<file path="src/rtl/tone_write_sequencer_if.sv">
// Host request handshake plus the shared tone-generator nibble bus for tone_write_sequencer.
interface tone_write_sequencer_if #(
  parameter int unsigned CHANNELS = 3
);
  logic                req_valid;
  logic                req_ready;
  logic [1:0]          req_ch;
  logic [11:0]         req_freq;
  logic [2:0]          req_mask;
  logic [3:0]          dout;
  logic [CHANNELS-1:0] lsel;
  logic [CHANNELS-1:0] hsel;
  logic [CHANNELS-1:0] hhsel;
  logic                busy;
  logic                err;

  modport master (
    output req_valid, req_ch, req_freq, req_mask,
    input  req_ready, dout, lsel, hsel, hhsel, busy, err
  );

  modport slave (
    input  req_valid, req_ch, req_freq, req_mask,
    output req_ready, dout, lsel, hsel, hhsel, busy, err
  );
endinterface

</file>
<file path="src/rtl/tone_write_sequencer.sv">
// Buffers 12-bit tone frequency updates and serialises them into strobed nibble writes
// on a shared 4-bit bus, one SETUP/STROBE/HOLD write at a time.
module tone_write_sequencer #(
  parameter int unsigned CHANNELS   = 3,
  parameter int unsigned FIFO_DEPTH = 4
) (
  input  logic                  clk,
  input  logic                  rst_n,
  tone_write_sequencer_if.slave bus
);
  localparam int unsigned PtrW = $clog2(FIFO_DEPTH);

  typedef struct packed {
    logic [1:0]  ch;
    logic [11:0] freq;
    logic [2:0]  mask;
  } req_t;

  typedef enum logic [1:0] {StIdle, StSetup, StStrobe, StHold} state_e;

  req_t            mem_q [FIFO_DEPTH];
  logic [PtrW-1:0] wr_ptr_q, rd_ptr_q;
  logic [PtrW:0]   count_q;
  logic            full, empty, push, pop, take_head, head_ch_ok;
  req_t            head;

  state_e          state_q, state_d;
  req_t            work_q, work_d;
  logic [1:0]      nib_q, nib_d, next_nib;
  logic            next_ok;
  logic [3:0]      dout_q, dout_d;
  logic            err_q, err_d;
  logic [CHANNELS-1:0] lsel, hsel, hhsel;

  function automatic logic [3:0] nibble(input logic [11:0] f, input logic [1:0] n);
    case (n)
      2'd0:    return f[3:0];
      2'd1:    return f[7:4];
      default: return f[11:8];
    endcase
  endfunction

  function automatic logic [1:0] first_nib(input logic [2:0] m);
    if (m[0]) return 2'd0;
    if (m[1]) return 2'd1;
    return 2'd2;
  endfunction

  assign full       = (count_q == (PtrW+1)'(FIFO_DEPTH));
  assign empty      = (count_q == '0);
  // A full FIFO refuses pushes even when a pop frees a slot in the same cycle.
  assign push       = bus.req_valid & ~full;
  assign head       = mem_q[rd_ptr_q];
  assign head_ch_ok = (32'(head.ch) < CHANNELS);

  always_ff @(posedge clk) begin
    if (push) begin
      mem_q[wr_ptr_q] <= '{ch: bus.req_ch, freq: bus.req_freq, mask: bus.req_mask};
    end
  end

  always_ff @(posedge clk or negedge rst_n) begin
    if (!rst_n) begin
      wr_ptr_q <= '0;
      rd_ptr_q <= '0;
      count_q  <= '0;
    end else begin
      if (push) wr_ptr_q <= wr_ptr_q + 1'b1;
      if (pop)  rd_ptr_q <= rd_ptr_q + 1'b1;
      if (push && !pop)      count_q <= count_q + 1'b1;
      else if (!push && pop) count_q <= count_q - 1'b1;
    end
  end

  // Next enabled nibble of the current request, if any remain after nib_q.
  always_comb begin
    next_ok  = 1'b0;
    next_nib = nib_q;
    if (nib_q == 2'd0 && work_q.mask[1]) begin
      next_ok  = 1'b1;
      next_nib = 2'd1;
    end else if (nib_q != 2'd2 && work_q.mask[2]) begin
      next_ok  = 1'b1;
      next_nib = 2'd2;
    end
  end

  always_comb begin
    state_d   = state_q;
    work_d    = work_q;
    nib_d     = nib_q;
    dout_d    = dout_q;
    err_d     = 1'b0;
    pop       = 1'b0;
    take_head = 1'b0;
    unique case (state_q)
      StIdle:   take_head = 1'b1;
      StSetup:  state_d = StStrobe;
      StStrobe: state_d = StHold;
      StHold: begin
        if (next_ok) begin
          nib_d   = next_nib;
          dout_d  = nibble(work_q.freq, next_nib);
          state_d = StSetup;
        end else begin
          take_head = 1'b1;
        end
      end
      default:  state_d = StIdle;
    endcase
    // Popping straight into SETUP keeps back-to-back requests gap-free.
    if (take_head) begin
      state_d = StIdle;
      if (!empty) begin
        pop = 1'b1;
        if (!head_ch_ok) begin
          err_d = 1'b1;
        end else if (head.mask != '0) begin
          work_d  = head;
          nib_d   = first_nib(head.mask);
          dout_d  = nibble(head.freq, first_nib(head.mask));
          state_d = StSetup;
        end
      end
    end
  end

  always_ff @(posedge clk or negedge rst_n) begin
    if (!rst_n) begin
      state_q <= StIdle;
      work_q  <= '0;
      nib_q   <= '0;
      dout_q  <= '0;
      err_q   <= 1'b0;
    end else begin
      state_q <= state_d;
      work_q  <= work_d;
      nib_q   <= nib_d;
      dout_q  <= dout_d;
      err_q   <= err_d;
    end
  end

  // Strobes decode from registered state so reset drops them asynchronously.
  always_comb begin
    lsel  = '0;
    hsel  = '0;
    hhsel = '0;
    for (int i = 0; i < CHANNELS; i++) begin
      if (state_q == StStrobe && work_q.ch == 2'(i)) begin
        lsel[i]  = (nib_q == 2'd0);
        hsel[i]  = (nib_q == 2'd1);
        hhsel[i] = (nib_q == 2'd2);
      end
    end
  end

  assign bus.req_ready = ~full;
  assign bus.dout      = dout_q;
  assign bus.lsel      = lsel;
  assign bus.hsel      = hsel;
  assign bus.hhsel     = hhsel;
  assign bus.busy      = (state_q != StIdle) | ~empty;
  assign bus.err       = err_q;
endmodule

</file>
<file path="src/flat_wrapper.sv">
// flat-port wrapper written by rule: the top's interface ports become plain ports
module tone_write_sequencer_flat 
#(
  parameter int unsigned CHANNELS   = 3,
  parameter int unsigned FIFO_DEPTH = 4
)
  (clk, rst_n, bus_req_valid, bus_req_ch, bus_req_freq, bus_req_mask, bus_req_ready, bus_dout, bus_lsel, bus_hsel, bus_hhsel, bus_busy, bus_err);
  tone_write_sequencer_if #(.CHANNELS(CHANNELS)) bus_i ();
  input  logic clk;
  input  logic rst_n;
  input wire logic [$bits(bus_i.req_valid)-1:0] bus_req_valid;
  input wire logic [$bits(bus_i.req_ch)-1:0] bus_req_ch;
  input wire logic [$bits(bus_i.req_freq)-1:0] bus_req_freq;
  input wire logic [$bits(bus_i.req_mask)-1:0] bus_req_mask;
  output wire logic [$bits(bus_i.req_ready)-1:0] bus_req_ready;
  output wire logic [$bits(bus_i.dout)-1:0] bus_dout;
  output wire logic [$bits(bus_i.lsel)-1:0] bus_lsel;
  output wire logic [$bits(bus_i.hsel)-1:0] bus_hsel;
  output wire logic [$bits(bus_i.hhsel)-1:0] bus_hhsel;
  output wire logic [$bits(bus_i.busy)-1:0] bus_busy;
  output wire logic [$bits(bus_i.err)-1:0] bus_err;
  assign bus_i.req_valid = bus_req_valid;
  assign bus_i.req_ch = bus_req_ch;
  assign bus_i.req_freq = bus_req_freq;
  assign bus_i.req_mask = bus_req_mask;
  assign bus_req_ready = bus_i.req_ready;
  assign bus_dout = bus_i.dout;
  assign bus_lsel = bus_i.lsel;
  assign bus_hsel = bus_i.hsel;
  assign bus_hhsel = bus_i.hhsel;
  assign bus_busy = bus_i.busy;
  assign bus_err = bus_i.err;
  tone_write_sequencer #(.CHANNELS(CHANNELS), .FIFO_DEPTH(FIFO_DEPTH)) u_core (.clk(clk), .rst_n(rst_n), .bus(bus_i));
endmodule
</file>
<file path="config.mk">
export PLATFORM = sky130hd
export DESIGN_NAME = tone_write_sequencer_flat
export DESIGN_NICKNAME = d
export VERILOG_FILES = /design/src/rtl/tone_write_sequencer_if.sv /design/src/rtl/tone_write_sequencer.sv /design/src/flat_wrapper.sv
export SDC_FILE = /design/constraint.sdc
export NUM_CORES = 1
export LEC_CHECK = 0
export ABC_AREA = 1
export BUFFER_PORTS_ARGS = -buffer_cell sky130_fd_sc_hd__buf_4
export CORE_MARGIN = 8
export CORE_UTILIZATION = 55
export CTS_BUF_LIST = sky130_fd_sc_hd__clkbuf_4 sky130_fd_sc_hd__clkbuf_8
export DETAILED_ROUTE_END_ITERATION = 7
export PLACE_DENSITY = 0.74
export SLEW_MARGIN = 20
export SYNTH_ARGS = -nofsm -noshare
export SYNTH_HDL_FRONTEND = slang
export SYNTH_SLANG_ARGS = --single-unit
</file>
<file path="constraint.sdc">
create_clock -name clk -period 2.5 [get_ports clk]
set_input_delay 0.625 -clock clk [delete_from_list [all_inputs] [get_ports clk]]
set_output_delay 0.625 -clock clk [all_outputs]
set_load 0.05 [all_outputs]
</file>
Yosys cells after proc, flatten, opt, wreduce, memory -nomap -nowiden
Memory sizes are Yosys's and may differ from the RTL's.
Cells that the tools add are included.
- word-level logic and storage cells: 116
- output and inout port bits: 16
- memories kept: 1
- input bits: 20
- bits in registers: 33
- bits in writable memories: 68
- order comparisons: 1
- add/sub/neg operators: 4
- equal/unequal tests: 12
- multiplexer cells: 63
- reductions and logical operators: 21
- bitwise gates (word level): 4
- memories (name ; depth ; bits a word ; rd ports ; clocked after Yosys merged registers in ; wr ports ; line ; source):
    u_core.mem_q ; 4 ; 17 ; 1 ; 0 ; 1 ; tone_write_sequencer.sv:21 ; req_t mem_q [FIFO_DEPTH];
- operator list (operator ; count):
    $mux W2 ; 20
    $mux W1 ; 31
    $mux W4 ; 6
    $pmux W4 S2 ; 2
    $eq A2 B1 Y1 const B ; 5
    $logic_not A2 Y1 ; 5
    $eq A2 B2 Y1 const B ; 4
    $logic_and A1 B1 Y1 ; 7
    $mux W3 ; 2
    $pmux W2 S3 ; 1
    $add A2 B1 Y2 const B ; 2
    $reduce_and A4 Y1 ; 1
    $reduce_bool A2 Y1 ; 2
    $reduce_bool A4 Y1 ; 1
    $add A3 B1 Y3 const B ; 1
    $eq A3 B3 Y1 const B ; 1
    $logic_not A3 Y1 ; 1
    $ne A3 B1 Y1 const B ; 1
    $reduce_bool A3 Y1 ; 1
    $sub A3 B1 Y3 const B ; 1
    $logic_not A1 Y1 ; 2
    $lt A2 B2 Y1 const B ; 1
    $ne A2 B2 Y1 const B ; 1
    $not A1 Y1 ; 2
    other kinds (4) ; 4

Longest topological paths before layout
Gate-level depths: netlist of run 1.
- depth after elaboration: 24
- depth in mapped cells: 12
- mapped depth without buffers: 12

Worst setup path after synthesis of run 1
Ideal clock, no wire load.
- path kind: flip-flop to flip-flop
- start: register u_core.count_q[0]
- end: memory u_core.mem_q[0][0] in the netlist's numbering (enable)
- arrival time: 1837 ps
- cell stages (with the launch flop): 5
- path buffers: 0
- slack: 272 ps
- required time: 2109 ps
- setup time: 391 ps
- cell sequence: dfrtp_1 -> nor2_1 -> nand2_1 -> nand2_1 -> nor2_1
- longest elaborated chain between the ends: 5
- ends and longest elaborated chain (element ; line ; source):
    start: declaration ; tone_write_sequencer.sv:23 ; logic [PtrW:0] count_q;
    start signal: assignment ; tone_write_sequencer.sv:70 ; if (push && !pop) count_q <= count_q + 1'b1;
    start signal: assignment ; tone_write_sequencer.sv:71 ; else if (!push && pop) count_q <= count_q - 1'b1;
    $eq A3 B3 Y1 ; tone_write_sequencer.sv:49 ; assign full = (count_q == (PtrW+1)'(FIFO_DEPTH));
    $not A1 Y1 ; -- ;
    named net bus_req_ready ; flat_wrapper.sv:15 ; output wire logic [$bits(bus_i.req_ready)-1:0] bus_req_ready;
    $and A1 B1 Y1 ; tone_write_sequencer.sv:52 ; assign push = bus.req_valid & ~full;
    $mux W1 ; tone_write_sequencer.sv:57 ; if (push) begin
    $mux W1 (implied by the code) ; tone_write_sequencer.sv:58 ; mem_q[wr_ptr_q] <= '{ch: bus.req_ch, freq: bus.req_freq, mask: bus.req_mask};
    end: declaration ; tone_write_sequencer.sv:21 ;
The timed path passes the listed nets, and every way through them passes these cells.

Final worst setup path of run 1
- start: register u_core.state_q[0]
- end: output port bus_hsel[1]
- longest elaborated chain between the ends: 3
- ends and longest elaborated chain (element ; line ; source):
    start: declaration ; tone_write_sequencer.sv:27 ; state_e state_q, state_d;
    start signal: assignment ; tone_write_sequencer.sv:130 ; state_q <= StIdle;
    start signal: assignment ; tone_write_sequencer.sv:136 ; state_q <= state_d;
    $eq A2 B2 Y1 ; tone_write_sequencer.sv:150 ; if (state_q == StStrobe && work_q.ch == 2'(i)) begin
    $logic_and A1 B1 Y1 ; tone_write_sequencer.sv:150 ;
    $mux W1 ; tone_write_sequencer.sv:150 ;
    end: declaration ; flat_wrapper.sv:18 ; output wire logic [$bits(bus_i.hsel)-1:0] bus_hsel;
Every way passes these cells.

==> results.yml, run 1 <==
timing:
  final_hold_viol_count: 0
  tns_ns: 0
  finalMaxSlewViolations: 0
  slew_headroom: 0.638
  fin_ws_ns: 0.268
  max_freq_mhz: 448
  rsz0062_at_grt: "false"
  setup_viol: 0
  post-route-min-period_ns: 2.23
  finalCritPeriodShare: 0.893
  fin_worst_skew_ns: 0.0103
  tightest_slew_ns: 0.539
layout:
  nNetsFinal: 525
  final_area_sq_um: 5010
  instances_no_fill: 605
  antenna_cells: 0
  layout-drive-gt1-share: 0.162
  syn_to_final_growth_pct: 12.5
  nFillCells: 653
drt:
  top_layer_used: "met4"
  wl_um: 8310
  met2WireLength_um: 4000
  drt-vias-per-instance: 5.01
  post-route-drc-count: 0
  wl_met3_um: 428
  routedLengthMet1_um: 3740
  drtIter0Drc: 195
  wl_per_cell_um: 13.7
  vias: 3029
  drtAntennaViolNets: 0
  first_pass_iters: 5
global_routing:
  track_usage: 0.157
  grt_pass1_vias: 3017
  antenna_found_initial: 0
  grt_max_degree: 29
  grt_overflow: 0
  grt_pass1_wl_um: 14100
floorplanning:
  core_sq_um: 8010
  ios: 36
  die_x_um: 106
  row_count: 33
  fp.dieH_um: 106
  start_util: 0.556
  die_area_sq_um: 11200
synth:
  synth_top_area_frac: 0.459
  yosysWarnings: 0
  synth.avg_cell_area_sq_um: 9.83
  synth_ff_type: "edfxtp_1"
  syn_area_sq_um: 4450
  synthTopCellsByCount: "127 x nand2_1, 68 x edfxtp_1, 52 x inv_1"
  async_flop_share: 0.292
  ys_seq_area_frac: 0.616
  synth_edf_count: 68
  yosys-top-cells-area: "edfxtp_1 46%, dfrtp_1 16%, nand2_1 11%"
  synthCells: 453
  yosysTopAreaCell: "edfxtp_1"
  synth.net_count: 483
  synth_cell_types: 31
  ys_ff_latch: 96
  synth_most_common_cell: "nand2_1"
placement:
  portBuffers: 35
  place_area_sq_um: 4820
  place_ws_ns: 0.320
  dp.cells: 589
  place_congestion: 0.816
  hpwl_um: 5860
job:
  cap_violations: 0
min_path:
  hold_path_class: "input port to asynchronous set/reset pin"
clocking:
  max-clock-path-buffers: 2
  cts_tree: "yes"
  post_cts_buffers: 0
  clock_latency_ns: 0.37
  clkSinkCount: 96
  cts_root_buffer: "clkbuf_8"
  htree_levels: 3
  path_clk_slew_ns: 0.10
  postCtsResizedCells: 0
  cts_buffers: 9
  cts_hold_buf: 0
pwr:
  p_per_area_nw_per_um2: 1270
  ir_drop_mv: 0.481
  leakage_nw: 2.27
  power.total_w: 0.00638
worst_setup_path:
  worstSetupPathType: "register to primary output"
  cp-end-kind: "primary output"
  cp.required_ns: 1.88
  cp-start-kind: "register"
  path_max_fanout: 4
  arrival_ns: 1.61
status:
  status: "finished, final reports clean"
[cell usage in the layout, fill, tap and decap left out, types with 2 or more instances in the layout]
cell	count
a21oi_1	7
xor2_1	2
or2_2	2
inv_1	52
o211ai_1	4
o21ai_1	4
o21ai_0	12
edfxtp_1	68
nand2_2	5
nand3_2	5
dfrtp_1	28
nand2_1	127
or2_1	8
nand3_1	48
inv_6	2
xnor2_1	2
buf_4	48
ha_1	9
inv_2	3
clkbuf_8	9
inv_8	2
nor2_1	42
[sequential cells by signal (all words and copies together) (netlist names)]
signal,flops
u_core.mem_q,68
u_core.bus.err,1
u_core.rd_ptr_q,2
u_core.nib_q,2
u_core.wr_ptr_q,2
u_core.count_q,3
u_core.work_q,12
u_core.bus.dout,4
u_core.state_q,2
[cells by family (layout without fill, tap and decap cells)]
| family | count (synthesis) | count (layout) | share of synthesized area |
|---|---|---|---|
| AO/OA/AOI/OAI | 28 | 28 | 0.0343 |
| XOR/XNOR | 4 | 4 | 0.00787 |
| adder cells (fa/ha/maj) | 10 | 10 | 0.0298 |
| buffers and inverters | 73 | 120 | 0.0739 |
| flip-flops | 96 | 96 | 0.616 |
| multiplexers | 1 | 1 | 0.00253 |
| AND/OR/NAND/NOR | 241 | 241 | 0.236 |
[area by class of cell]
class	instances	area (sq um)	area share
Clock buffer	9	124	0.0247
Clock inverter	7	61.3	0.0122
Inverter	56	210	0.0420
Multi-Input combinational cell	284	1380	0.275
Sequential cell	96	2740	0.547
Tap cell	105	131	0.0262
Timing Repair Buffer	48	360	0.0719
[per-layer routing]
metal	track usage	vias up
met2	0.258	64
met4	0.0533	0
li1	-	1544
met1	0.195	1407
met5	0	-
met3	0.0472	14
[where the power goes]
group / internal [W] / switching (W)
Sequential: 0.00219 / 0.000238
Clock: 0.000382 / 0.000569
Combinational: 0.000999 / 0.00200
[per-stage QoR]
| stage | utilization | hold WS (ns) |
|---|---|---|
| 2_1_floorplan | - | 0.329 |
| 5_1_grt | 0.625 | 0.177 |
| 6_report | 0.625 | 0.150 |
| 4_1_cts | 0.625 | 0.166 |
| 3_5_place_dp | 0.602 | 0.459 |
| 3_3_place_gp | 0.602 | 0.456 |
[path summary, 6_finish.rpt]
check	start	endpoint	slack, ns	cells after the start
worst min-delay path	rst_n	u_core.bus.dout[2]	0.15	1
worst max-delay path	u_core.state_q[0]	bus_hsel[1]	0.27	5
min in group clk	bus_req_freq[9]	u_core.mem_q[1][12]	0.45	1
max in group asynchronous	rst_n	u_core.work_q[15]	2.07	1
worst max register to register	u_core.nib_q[1]	u_core.count_q[2]	0.32	11
worst min register to register	u_core.work_q[7]	u_core.work_q[7]	0.48	2
[worst max-delay path: stages, from the launching register on]
cell	delay, ns
dfrtp_1	0.43
inv_1	0.10
ha_1	0.23
nand3_1	0.14
nor2_1	0.14
buf_4	0.21
No activity file was read; power rests on OpenSTA's default activity.
==> run 2, diff against run 1 <==
- HOLD_SLACK_MARGIN: unset -> 0.05
- clock period: 2.5 -> 2.8 ns (I/O delays scaled with it)
==> run 2 against run 1 <==
  * Routed wire length is 1.1% higher
  * Highest routed layer unchanged
  * Count of clock-buffer cells in the layout rose by 1
  * Largest cell class unchanged
  * Core utilization increased by 0.20 points
  * Clock power up 3.2%
  * Clock skew fell by 0.0048 ns
  * Non-clock buffer count shrank 3
  * Die area unchanged
==> results.yml, run 2 (synthesis gave the netlist of run 1 again) <==
clocking:
  path_clk_slew_ns: 0.09
  htree_levels: 3
  cts_root_buffer: "clkbuf_8"
  cts_hold_buf: 0
  cts_buffers: 9
  clkSinkCount: 96
  postCtsResizedCells: 0
  post_cts_buffers: 0
  clock_latency_ns: 0.35
  cts_tree: "yes"
  max-clock-path-buffers: 2
worst_setup_path:
  worstSetupPathType: "register to register"
  cp-end-kind: "register"
  r2r_end: "u_core.count_q[1]"
  ff2ff_setup_slack_ns: 0.48
  path_max_fanout: 7
  cp-start-kind: "register"
  path_cells: "ha_1 -> nand3_1 -> nand2_1 -> nand3b_1 -> ha_1 -> inv_1 -> fa_1 -> mux2_2"
  reg2reg_depth: 8
  arrival_ns: 2.56
  crit_family: "adder cells"
  path_buf_inv: 1
  critPathMaxStageDelay_ns: 0.42
  crit_top_cell: "ha_1"
  cp.required_ns: 3.04
  r2r_start: "u_core.state_q[0]"
  cp_slowest_cell: "fa_1"
timing:
  setup_viol: 0
  max_freq_mhz: 431
  slew_headroom: 0.688
  tightest_slew_ns: 0.463
  tns_ns: 0
  rsz0062_at_grt: "false"
  fin_worst_skew_ns: 0.00550
  post-route-min-period_ns: 2.32
  finalMaxSlewViolations: 0
  finalCritPeriodShare: 0.829
  final_hold_viol_count: 0
floorplanning:
  die_x_um: 106
  start_util: 0.556
  die_area_sq_um: 11200
  row_count: 33
  core_sq_um: 8010
  fp.dieH_um: 106
  ios: 36
drt:
  drtAntennaViolNets: 0
  routedLengthMet1_um: 3640
  drt-vias-per-instance: 5.02
  post-route-drc-count: 0
  wl_um: 8400
  vias: 3024
  first_pass_iters: 5
  met2WireLength_um: 4190
  wl_met3_um: 487
  wl_per_cell_um: 14.0
  top_layer_used: "met4"
  drtIter0Drc: 150
pwr:
  p_per_area_nw_per_um2: 1160
  power.total_w: 0.00583
  ir_drop_mv: 0.507
  leakage_nw: 2.27
placement:
  hpwl_um: 5730
  place_congestion: 0.809
  portBuffers: 35
  place_area_sq_um: 4800
layout:
  layout-drive-gt1-share: 0.157
  antenna_cells: 0
  final_common_cell: "nand2_1"
  final_cell_mix: "127 x nand2_1, 68 x edfxtp_1, 52 x inv_1"
  largest_register_ffs: 68
  nFillCells: 671
  largest_register: "u_core.mem_q"
  syn_to_final_growth_pct: 12.9
  nNetsFinal: 522
  final_area_sq_um: 5030
global_routing:
  grt_pass1_wl_um: 13900
  track_usage: 0.156
  grt_max_degree: 40
  antenna_found_initial: 0
  grt_pass1_vias: 2966
  grt_overflow: 0
min_path:
  hold_path_class: "input port to asynchronous set/reset pin"
job:
  cap_violations: 0
status:
  status: "finished, final reports clean"
-- run 2: changes by cell type in the layout (fill, tap and decap cells not counted) --
cell       before  now
buf_4          48   45
bufinv_16       0    2
inv_6           2    0
clkbuf_4        0    1
inv_8           2    1
-- run 2: worst max-delay path by stage --
stage          slack [ns]         startpoint                 end  cells past startpoint
4_1_cts              0.48  u_core.state_q[0]   u_core.count_q[1]                      8
3_5_place_dp         0.50  u_core.state_q[0]   u_core.count_q[1]                      8
6_report             0.48  u_core.state_q[0]   u_core.count_q[1]                      8
3_3_place_gp         0.57  u_core.count_q[0]   u_core.count_q[2]                      8
2_1_floorplan        0.57  u_core.count_q[0]  u_core.mem_q[0][0]                      4
5_1_grt              0.30  u_core.count_q[0]   u_core.count_q[2]                      8
-- run 2: cell type report --
type,count,area (sq um),share of cell area
inverter,56,210,0.0418
sequential,96,2740,0.546
multi-input combinational,284,1380,0.275
tap,105,131,0.0261
timing repair buffer,45,338,0.0672
clock buffer,10,131,0.0261
clock inverter,6,92.6,0.0184
-- run 2: per-layer routing --
layer | up-vias | GRT usage
met4 | 0 | 0.0563
met1 | 1411 | 0.189
met5 | - | 0
met2 | 68 | 0.264
met3 | 10 | 0.0393
li1 | 1535 | -
-- run 2: where the power goes --
part | switching [W] | total (W) | internal (W)
Sequential | 0.000179 | 0.00213 | 0.00196
Clock | 0.000463 | 0.000982 | 0.000519
Combinational | 0.00184 | 0.00271 | 0.000874
-- run 2: stage by stage --
step | setup WS (ns) | cells | utilization | hold WS (ns)
after global placement | 0.570 | 586 | 0.600 | 0.456
after detailed placement | 0.497 | 586 | 0.600 | 0.459
final | 0.478 | 602 | 0.627 | 0.256
after global routing | 0.300 | 602 | 0.627 | 0.266
after floorplan | 0.572 | 453 | - | 0.404
after CTS | 0.482 | 602 | 0.627 | 0.254
-- run 2: worst reg2reg max path, delay by kind of cell (launching register included) --
kind,cells,cell delay (ns)
flip-flops,1,0.41
AND/OR/NAND/NOR,3,0.45
adder cells (fa/ha/maj),3,0.98
buffers and inverters,1,0.10
multiplexers,1,0.27
